===== src/rtl/cpu_ctrl_pkg.sv =====
// Shared definitions for the multi-cycle CPU controller: opcodes, ALU encodings,
// state codes and the Moore output decode used by the sequencer.
package cpu_ctrl_pkg;

    // Opcodes (IR[15:12])
    localparam logic [3:0] OP_LOGIC = 4'b0000;
    localparam logic [3:0] OP_ARITH = 4'b0001;
    localparam logic [3:0] OP_SHIFT = 4'b0010;
    localparam logic [3:0] OP_ADDI  = 4'b1001;
    localparam logic [3:0] OP_SUBI  = 4'b1010;
    localparam logic [3:0] OP_SLTI  = 4'b1011;
    localparam logic [3:0] OP_LW    = 4'b1100;
    localparam logic [3:0] OP_SW    = 4'b1101;
    localparam logic [3:0] OP_BEQ   = 4'b1111;

    // ALUOp encodings
    localparam logic [1:0] ALUOP_ADD   = 2'b00;
    localparam logic [1:0] ALUOP_SUB   = 2'b01;
    localparam logic [1:0] ALUOP_FUNCT = 2'b10;
    localparam logic [1:0] ALUOP_IMM   = 2'b11;

    // ALUSrcB encodings
    localparam logic [1:0] SRCB_REGB  = 2'b00;
    localparam logic [1:0] SRCB_ONE   = 2'b01;
    localparam logic [1:0] SRCB_IMM   = 2'b10;
    localparam logic [1:0] SRCB_BROFF = 2'b11;

    typedef enum logic [3:0] {
        S_FETCH    = 4'd0,
        S_DECODE   = 4'd1,
        S_EXEC_R   = 4'd2,
        S_EXEC_I   = 4'd3,
        S_WB_ALU   = 4'd4,
        S_MEM_ADDR = 4'd5,
        S_MEM_RD   = 4'd6,
        S_MEM_WB   = 4'd7,
        S_MEM_WR   = 4'd8,
        S_BRANCH   = 4'd9,
        S_FAULT    = 4'd15
    } stateT;

    // Per-state control word. The two PC write bits are later qualified by
    // MemReady (fetch) and Zero (branch) outside the register.
    typedef struct packed {
        logic       pcWriteFetch;
        logic       pcWriteBranch;
        logic       pcSource;
        logic       iorD;
        logic       irWrite;
        logic       memRead;
        logic       memWrite;
        logic       memToReg;
        logic       regDst;
        logic       regWrite;
        logic       aluSrcA;
        logic [1:0] aluSrcB;
        logic [1:0] aluOp;
        logic       fault;
    } ctrlT;

    // Moore decode; fromR selects RegDst for the ALU writeback state.
    function automatic ctrlT decodeState(stateT s, logic fromR);
        ctrlT c;
        c = '0;
        case (s)
            S_FETCH: begin
                c.memRead      = 1'b1;
                c.aluSrcB      = SRCB_ONE;
                c.irWrite      = 1'b1;
                c.pcWriteFetch = 1'b1;
            end
            S_DECODE:   c.aluSrcB = SRCB_BROFF;
            S_EXEC_R: begin
                c.aluSrcA = 1'b1;
                c.aluSrcB = SRCB_REGB;
                c.aluOp   = ALUOP_FUNCT;
                c.regDst  = 1'b1;
            end
            S_EXEC_I: begin
                c.aluSrcA = 1'b1;
                c.aluSrcB = SRCB_IMM;
                c.aluOp   = ALUOP_IMM;
            end
            S_WB_ALU: begin
                c.regWrite = 1'b1;
                c.regDst   = fromR;
            end
            S_MEM_ADDR: begin
                c.aluSrcA = 1'b1;
                c.aluSrcB = SRCB_IMM;
                c.aluOp   = ALUOP_ADD;
            end
            S_MEM_RD: begin
                c.memRead = 1'b1;
                c.iorD    = 1'b1;
            end
            S_MEM_WB: begin
                c.regWrite = 1'b1;
                c.memToReg = 1'b1;
            end
            S_MEM_WR: begin
                c.memWrite = 1'b1;
                c.iorD     = 1'b1;
            end
            S_BRANCH: begin
                c.aluSrcA       = 1'b1;
                c.aluSrcB       = SRCB_REGB;
                c.aluOp         = ALUOP_SUB;
                c.pcSource      = 1'b1;
                c.pcWriteBranch = 1'b1;
            end
            S_FAULT:    c.fault = 1'b1;
            default:    c = '0;
        endcase
        return c;
    endfunction

endpackage


===== src/rtl/multicycle_control_fsm_if.sv =====
// Controller <-> datapath bundle: IR opcode and status in, selects/enables out.
interface multicycle_control_fsm_if;
    logic [3:0] Opcode;
    logic       Zero;
    logic       MemReady;
    logic       PCWrite;
    logic       PCSource;
    logic       IorD;
    logic       IRWrite;
    logic       MemRead;
    logic       MemWrite;
    logic       MemToReg;
    logic       RegDst;
    logic       RegWrite;
    logic       ALUSrcA;
    logic [1:0] ALUSrcB;
    logic [1:0] ALUOp;
    logic       Busy;
    logic       Fault;
    logic [3:0] State;

    modport master (
        input  Opcode, Zero, MemReady,
        output PCWrite, PCSource, IorD, IRWrite, MemRead, MemWrite, MemToReg,
               RegDst, RegWrite, ALUSrcA, ALUSrcB, ALUOp, Busy, Fault, State
    );

    modport slave (
        output Opcode, Zero, MemReady,
        input  PCWrite, PCSource, IorD, IRWrite, MemRead, MemWrite, MemToReg,
               RegDst, RegWrite, ALUSrcA, ALUSrcB, ALUOp, Busy, Fault, State
    );
endinterface


===== src/rtl/mem_wait_timer.sv =====
// Counts consecutive memory wait cycles; expire flags the last allowed one.
module mem_wait_timer #(
    parameter int MAX_WAIT = 15,
    parameter int WAIT_W   = 4
) (
    input  logic              clk,
    input  logic              rst,
    input  logic              clear,
    input  logic              enable,
    output logic              expire,
    output logic [WAIT_W-1:0] count
);

    // Wait cycle counter; clear has priority over counting
    always_ff @(posedge clk) begin
        if (rst || clear)
            count <= '0;
        else if (enable)
            count <= count + WAIT_W'(1);
    end

    // This wait cycle brings the total to MAX_WAIT
    assign expire = enable && (count == WAIT_W'(MAX_WAIT - 1));

endmodule


===== src/rtl/multicycle_control_fsm.sv =====
// Multi-cycle sequencer for the 16-bit CPU: fetch/decode/execute/memory/writeback
// with a memory-ready handshake and a sticky timeout fault.
// Optional macro ILLEGAL_OP_TRAP_EN: undefined opcodes trap to FAULT instead of NOP.
module multicycle_control_fsm
    import cpu_ctrl_pkg::*;
#(
    parameter int MAX_WAIT = 15,
    parameter int WAIT_W   = 4
) (
    input  logic                     Clock,
    input  logic                     Reset,
    multicycle_control_fsm_if.master bus
);

    stateT             stateQ;
    stateT             nextState;
    ctrlT              ctrlQ;
    logic              inMem;
    logic              waitEn;
    logic              expire;
    logic [WAIT_W-1:0] waitCount;

    // Only these states hold a memory request open
    assign inMem  = (stateQ == S_FETCH) || (stateQ == S_MEM_RD) || (stateQ == S_MEM_WR);
    assign waitEn = inMem && !bus.MemReady;

    mem_wait_timer #(.MAX_WAIT(MAX_WAIT), .WAIT_W(WAIT_W)) uWaitTimer (
        .clk    (Clock),
        .rst    (Reset),
        .clear  (!waitEn),
        .enable (waitEn),
        .expire (expire),
        .count  (waitCount)
    );

    // Next-state selection; MemReady wins over a same-cycle expiry
    always_comb begin
        nextState = stateQ;
        case (stateQ)
            S_FETCH:    if (bus.MemReady) nextState = S_DECODE;
                        else if (expire)  nextState = S_FAULT;
            S_DECODE: begin
                case (bus.Opcode)
                    OP_LOGIC, OP_ARITH, OP_SHIFT: nextState = S_EXEC_R;
                    OP_ADDI, OP_SUBI, OP_SLTI:    nextState = S_EXEC_I;
                    OP_LW, OP_SW:                 nextState = S_MEM_ADDR;
                    OP_BEQ:                       nextState = S_BRANCH;
`ifdef ILLEGAL_OP_TRAP_EN
                    default:                      nextState = S_FAULT;
`else
                    default:                      nextState = S_FETCH;
`endif
                endcase
            end
            S_EXEC_R, S_EXEC_I: nextState = S_WB_ALU;
            S_WB_ALU:   nextState = S_FETCH;
            S_MEM_ADDR: nextState = (bus.Opcode == OP_LW) ? S_MEM_RD : S_MEM_WR;
            S_MEM_RD:   if (bus.MemReady) nextState = S_MEM_WB;
                        else if (expire)  nextState = S_FAULT;
            S_MEM_WB:   nextState = S_FETCH;
            S_MEM_WR:   if (bus.MemReady) nextState = S_FETCH;
                        else if (expire)  nextState = S_FAULT;
            S_BRANCH:   nextState = S_FETCH;
            S_FAULT:    nextState = S_FAULT;
            default:    nextState = S_FETCH;
        endcase
    end

    // State register plus control word pre-decoded from the next state
    always_ff @(posedge Clock) begin
        if (Reset) begin
            stateQ <= S_FETCH;
            ctrlQ  <= decodeState(S_FETCH, 1'b0);
        end else begin
            stateQ <= nextState;
            ctrlQ  <= decodeState(nextState, stateQ == S_EXEC_R);
        end
    end

    // Reset forces every enable and select low so nothing commits mid-reset
    assign bus.PCWrite  = !Reset && ((ctrlQ.pcWriteFetch && bus.MemReady) ||
                                     (ctrlQ.pcWriteBranch && bus.Zero));
    assign bus.IRWrite  = !Reset && ctrlQ.irWrite && bus.MemReady;
    assign bus.PCSource = !Reset && ctrlQ.pcSource;
    assign bus.IorD     = !Reset && ctrlQ.iorD;
    assign bus.MemRead  = !Reset && ctrlQ.memRead;
    assign bus.MemWrite = !Reset && ctrlQ.memWrite;
    assign bus.MemToReg = !Reset && ctrlQ.memToReg;
    assign bus.RegDst   = !Reset && ctrlQ.regDst;
    assign bus.RegWrite = !Reset && ctrlQ.regWrite;
    assign bus.ALUSrcA  = !Reset && ctrlQ.aluSrcA;
    assign bus.ALUSrcB  = Reset ? 2'b00 : ctrlQ.aluSrcB;
    assign bus.ALUOp    = Reset ? 2'b00 : ctrlQ.aluOp;
    assign bus.Fault    = !Reset && ctrlQ.fault;
    assign bus.Busy     = !Reset && !((stateQ == S_FETCH) && (waitCount == '0));
    assign bus.State    = stateQ;

endmodule


===== src/flat_wrapper.sv =====
// flat-port wrapper written by rule: the top's interface ports become plain ports
module multicycle_control_fsm_flat import cpu_ctrl_pkg::*;
#(
    parameter int MAX_WAIT = 15,
    parameter int WAIT_W   = 4
)
  (Clock, Reset, bus_Opcode, bus_Zero, bus_MemReady, bus_PCWrite, bus_PCSource, bus_IorD, bus_IRWrite, bus_MemRead, bus_MemWrite, bus_MemToReg, bus_RegDst, bus_RegWrite, bus_ALUSrcA, bus_ALUSrcB, bus_ALUOp, bus_Busy, bus_Fault, bus_State);
  multicycle_control_fsm_if bus_i ();
  input  logic Clock;
  input  logic Reset;
  input wire logic [$bits(bus_i.Opcode)-1:0] bus_Opcode;
  input wire logic [$bits(bus_i.Zero)-1:0] bus_Zero;
  input wire logic [$bits(bus_i.MemReady)-1:0] bus_MemReady;
  output wire logic [$bits(bus_i.PCWrite)-1:0] bus_PCWrite;
  output wire logic [$bits(bus_i.PCSource)-1:0] bus_PCSource;
  output wire logic [$bits(bus_i.IorD)-1:0] bus_IorD;
  output wire logic [$bits(bus_i.IRWrite)-1:0] bus_IRWrite;
  output wire logic [$bits(bus_i.MemRead)-1:0] bus_MemRead;
  output wire logic [$bits(bus_i.MemWrite)-1:0] bus_MemWrite;
  output wire logic [$bits(bus_i.MemToReg)-1:0] bus_MemToReg;
  output wire logic [$bits(bus_i.RegDst)-1:0] bus_RegDst;
  output wire logic [$bits(bus_i.RegWrite)-1:0] bus_RegWrite;
  output wire logic [$bits(bus_i.ALUSrcA)-1:0] bus_ALUSrcA;
  output wire logic [$bits(bus_i.ALUSrcB)-1:0] bus_ALUSrcB;
  output wire logic [$bits(bus_i.ALUOp)-1:0] bus_ALUOp;
  output wire logic [$bits(bus_i.Busy)-1:0] bus_Busy;
  output wire logic [$bits(bus_i.Fault)-1:0] bus_Fault;
  output wire logic [$bits(bus_i.State)-1:0] bus_State;
  assign bus_i.Opcode = bus_Opcode;
  assign bus_i.Zero = bus_Zero;
  assign bus_i.MemReady = bus_MemReady;
  assign bus_PCWrite = bus_i.PCWrite;
  assign bus_PCSource = bus_i.PCSource;
  assign bus_IorD = bus_i.IorD;
  assign bus_IRWrite = bus_i.IRWrite;
  assign bus_MemRead = bus_i.MemRead;
  assign bus_MemWrite = bus_i.MemWrite;
  assign bus_MemToReg = bus_i.MemToReg;
  assign bus_RegDst = bus_i.RegDst;
  assign bus_RegWrite = bus_i.RegWrite;
  assign bus_ALUSrcA = bus_i.ALUSrcA;
  assign bus_ALUSrcB = bus_i.ALUSrcB;
  assign bus_ALUOp = bus_i.ALUOp;
  assign bus_Busy = bus_i.Busy;
  assign bus_Fault = bus_i.Fault;
  assign bus_State = bus_i.State;
  multicycle_control_fsm #(.MAX_WAIT(MAX_WAIT), .WAIT_W(WAIT_W)) u_core (.Clock(Clock), .Reset(Reset), .bus(bus_i));
endmodule

===== config.mk =====
export PLATFORM = sky130hd
export DESIGN_NAME = multicycle_control_fsm_flat
export DESIGN_NICKNAME = d
export VERILOG_FILES = /design/src/rtl/cpu_ctrl_pkg.sv /design/src/rtl/multicycle_control_fsm_if.sv /design/src/rtl/mem_wait_timer.sv /design/src/rtl/multicycle_control_fsm.sv /design/src/flat_wrapper.sv
export SDC_FILE = /design/constraint.sdc
export NUM_CORES = 1
export LEC_CHECK = 0
export ABC_AREA = 1
export BUFFER_PORTS_ARGS = -buffer_cell sky130_fd_sc_hd__buf_2
export CAP_MARGIN = 20
export CORE_MARGIN = 3
export CORE_UTILIZATION = 48
export DETAILED_ROUTE_END_ITERATION = 16
export PLACE_DENSITY_LB_ADDON = 0.3
export SYNTH_ARGS = -nofsm -noshare
export SYNTH_HDL_FRONTEND = slang
export SYNTH_HIERARCHICAL = 1
export SYNTH_SLANG_ARGS = --single-unit

===== constraint.sdc =====
create_clock -name Clock -period 2 [get_ports Clock]
set_input_delay 0.3 -clock Clock [delete_from_list [all_inputs] [get_ports Clock]]
set_output_delay 0.3 -clock Clock [all_outputs]
set_load 0.02 [all_outputs]

==> key figures <==
Timing
  • Worst-margin pin slew: 433 ps
  • Slew Viols, Final: 0
  • Max frequency: 529 MHz
  • # setup viols final: 0
  • Relative slew slack: 0.711
  • Skew final: 0.836 ps
  • Final Hold Viols: 0
  • Final Cycle Share: 0.945
  • Tmin final: 1890 ps

Critical path
  • Cell mode on critical path: nand2_1
  • Critical Path End Type: flip-flop
  • Critical path's largest stage delay: 390 ps
  • Crit Path Max Fanout: 6
  • Data required, critical path: 2200 ps
  • Critical path's top delay family: simple AND/OR/NAND/NOR gates
  • Critical path origin: u_core/bus.State[2]$_SDFF_PP0_
  • Crit Path Category: reg -> reg
  • WP data arrival: 2090 ps
  • CP max stage cell: dfxtp_4
  • Worst Path Buf+Inv: 4
  • Crit path cell chain: inv_2 -> nor2_1 -> nand2_1 -> nand2_2 -> nand2_1 -> inv_2 -> nand2_2 -> nor2_4 -> inv_1 -> a21oi_1 -> nand2_1 -> nand3_2 -> buf_4 -> nor2_1 -> nand2_1 -> nand3_1
  • R2R Path Start: u_core/bus.State[2]$_SDFF_PP0_
  • Crit path launch type: flip-flop

Clock tree
  • CTS Hold Bufs: 0
  • Clock latency on the worst-skew pair: 300 ps
  • CTS tree: yes
  • Clock Tree Buf Depth: 2
  • H-Tree Depth: 1
  • Sink Count: 22
  • CTS Buf Count: 3
  • Root Driver: clkbuf_4
  • Clk slew on worst S/H paths: 120 ps

GRT
  • GRT Total Usage: 0.166
  • First-pass GRT wire length: 4450 um
  • Grt total ovfl: 0
  • Vias in the first global route: 1089
  • Initial antenna violation count: 0
  • Pin count of the biggest net entering global routing: 25

Layout
  • Nets: 258
  • Fin cells: 275
  • Synth-to-layout area growth: 23.7%
  • Layout cell share with drive strength beyond 1: 0.291
  • Antenna Cells: 0
  • Util after Layout: 0.661

Routing
  • DRT iter0 DRCs: 53
  • DR vias/cell: 4.70
  • Detailed Routing Iterations Pass 1: 4
  • Vias post-DR: 1293
  • Remaining DRCs: 0
  • WL final: 2780 um
  • Antenna viol nets, final: 0
  • Routed WL per cell: 10.1 um

Yosys
  • Synth Cell Area: 1250 sq um
  • Seq cells post-synth: 22
  • Synthesized instance count: 211
  • Synth unique cells: 20
  • Synth Area per Inst: 5.92 sq um
  • Syn nets: 221
  • Sequential cell area fraction in the yosys report: 0.352
  • Ys Warns: 6

Power
  • Reg power frac: 0.485
  • Psw: 316 uW
  • Internal: 668 uW
  • Switching share of power: 0.321
  • Pwr dens: 637 nW/um^2
  • LEAKAGE: 0.834 nW
  • Clk pwr share: 0.247
  • Logic pwr share: 0.267
  • VDD IR-drop max: 0.514 mV

Run status
  • Status: completed

Hold path
  • Hold Crit Class: in -> reg
  • Hold Path Origin: bus_Opcode[3]

Placed design
  • HPWL after DPL: 2050 um
  • Placed cell count: 267
  • IO Port Bufs: 27
  • Placer congestion estimate: 0.955

Floorplan
  • Core box area: 2340 sq um
  • Initial Utilization: 0.534
  • IO Pins: 28
  • Die width: 57.0 um
  • # rows: 17
  • Die ar.: 3250 sq um
  • Die Y: 57.0 um

Run
  • Max cap viols: 0
==> layout by cell type, fill, tap and decap left out, types with 3 or more instances in the layout <==
| cell | instances |
|---|---|
| nor2_2 | 9 |
| inv_2 | 9 |
| nand2_1 | 55 |
| buf_2 | 27 |
| nand3_2 | 3 |
| o21ai_1 | 4 |
| nand2_2 | 5 |
| dfxtp_1 | 18 |
| clkbuf_4 | 3 |
| inv_1 | 31 |
| nor2_4 | 3 |
| a21oi_1 | 8 |
| nor2_1 | 42 |
| nand3_1 | 9 |
| buf_4 | 8 |
==> power by group through the flow <==
stage | Clock, mW | Sequential (mW) | Combinational (mW)
after detailed placement | 0 | 0.489 | 0.238
after global placement | 0 | 0.488 | 0.238
after CTS | 0.249 | 0.479 | 0.240
after global routing | 0.264 | 0.481 | 0.298
after floorplan | 0 | 0.492 | 0.163
final | 0.244 | 0.478 | 0.263
==> per-layer routing <==
metal	up-vias	part of all wire	track usage
met5	-	0	0
li1	699	-	-
met1	557	0.47	0.223
met2	33	0.46	0.266
met3	4	0.057	0.0452
met4	0	0.010	0.0364
==> area by class of cell <==
cell class | instances | area (sq um)
clock buffer | 4 | 36.3
fill | 223 | 793
inverter | 40 | 150
multi-input combinational | 146 | 679
sequential | 22 | 450
tap | 28 | 35.0
timing repair buffer | 35 | 195
==> registers in the layout (all words and copies together) (netlist names) <==
register                 count
u_core/bus.State             4
u_core/ctrlQ                14
u_core/uWaitTimer/count      4
==> path summary, 6_finish.rpt <==
kind | end | slack [ps] | depth (start not counted)
setup / recovery | u_core/ctrlQ[10]$_SDFF_PP1_ | 110 | 16
hold / removal | u_core/ctrlQ[2]$_SDFF_PP0_ | 290 | 4
setup reg to reg | u_core/ctrlQ[10]$_SDFF_PP1_ | 110 | 16
hold reg to reg | u_core/uWaitTimer/count[3]$_SDFFE_PP0P_ | 540 | 2
==> cells by family (layout without fill, tap and decap cells) <==
| family | Yosys count | count (layout) | share of synthesized area |
|---|---|---|---|
| simple gates | 130 | 130 | 0.438 |
| flops | 22 | 22 | 0.352 |
| buf+inv | 43 | 79 | 0.132 |
| compound gates | 14 | 14 | 0.0571 |
| fa+ha+maj | 2 | 2 | 0.0200 |
==> timing repair <==
item	in CTS	in global routing
setup buffers	0	4
pin swaps	0	4
gates resized for setup	1	15
endpoints found under the setup margin	1	12
==> cells in the mapped netlist <==
library cell | instances | area share
nand2_1 | 57 | 0.17
ha_1 | 2 | 0.020
nand4_1 | 1 | 0.0050
inv_1 | 32 | 0.096
o21ai_1 | 3 | 0.012
nand3_1 | 11 | 0.044
o22ai_1 | 1 | 0.0050
inv_2 | 8 | 0.024
buf_4 | 1 | 0.0060
nand2_2 | 3 | 0.015
dfxtp_1 | 22 | 0.35
nor2_4 | 1 | 0.0090
o21ai_0 | 2 | 0.0080
nor2_2 | 7 | 0.035
clkbuf_1 | 2 | 0.0060
a21oi_1 | 8 | 0.032
nor4_1 | 1 | 0.0050
nor2_1 | 46 | 0.14
nor3_1 | 2 | 0.0080
nand3_2 | 1 | 0.0080
==> worst min-delay path: stages <==
cell and delay, ps:
buf_2 100, nand2_1 50, inv_1 60, nor3_1 50
==> metrics by stage <==
stage / hold WS, ps / power, mW / area, sq um / setup TNS, ps / worst slack, ps
floorplan: 369 / 0.656 / 1250 / 0 / 7.08
global placement: 512 / 0.726 / 1440 / 0 / 86.8
detailed placement: 513 / 0.727 / 1440 / 0 / 39.3
CTS: 287 / 0.967 / 1480 / 0 / 26.5
global route: 292 / 1.04 / 1550 / -354 / -79.3
finish: 289 / 0.985 / 1550 / 0 / 110
No activity file was read; power rests on OpenSTA's default activity.
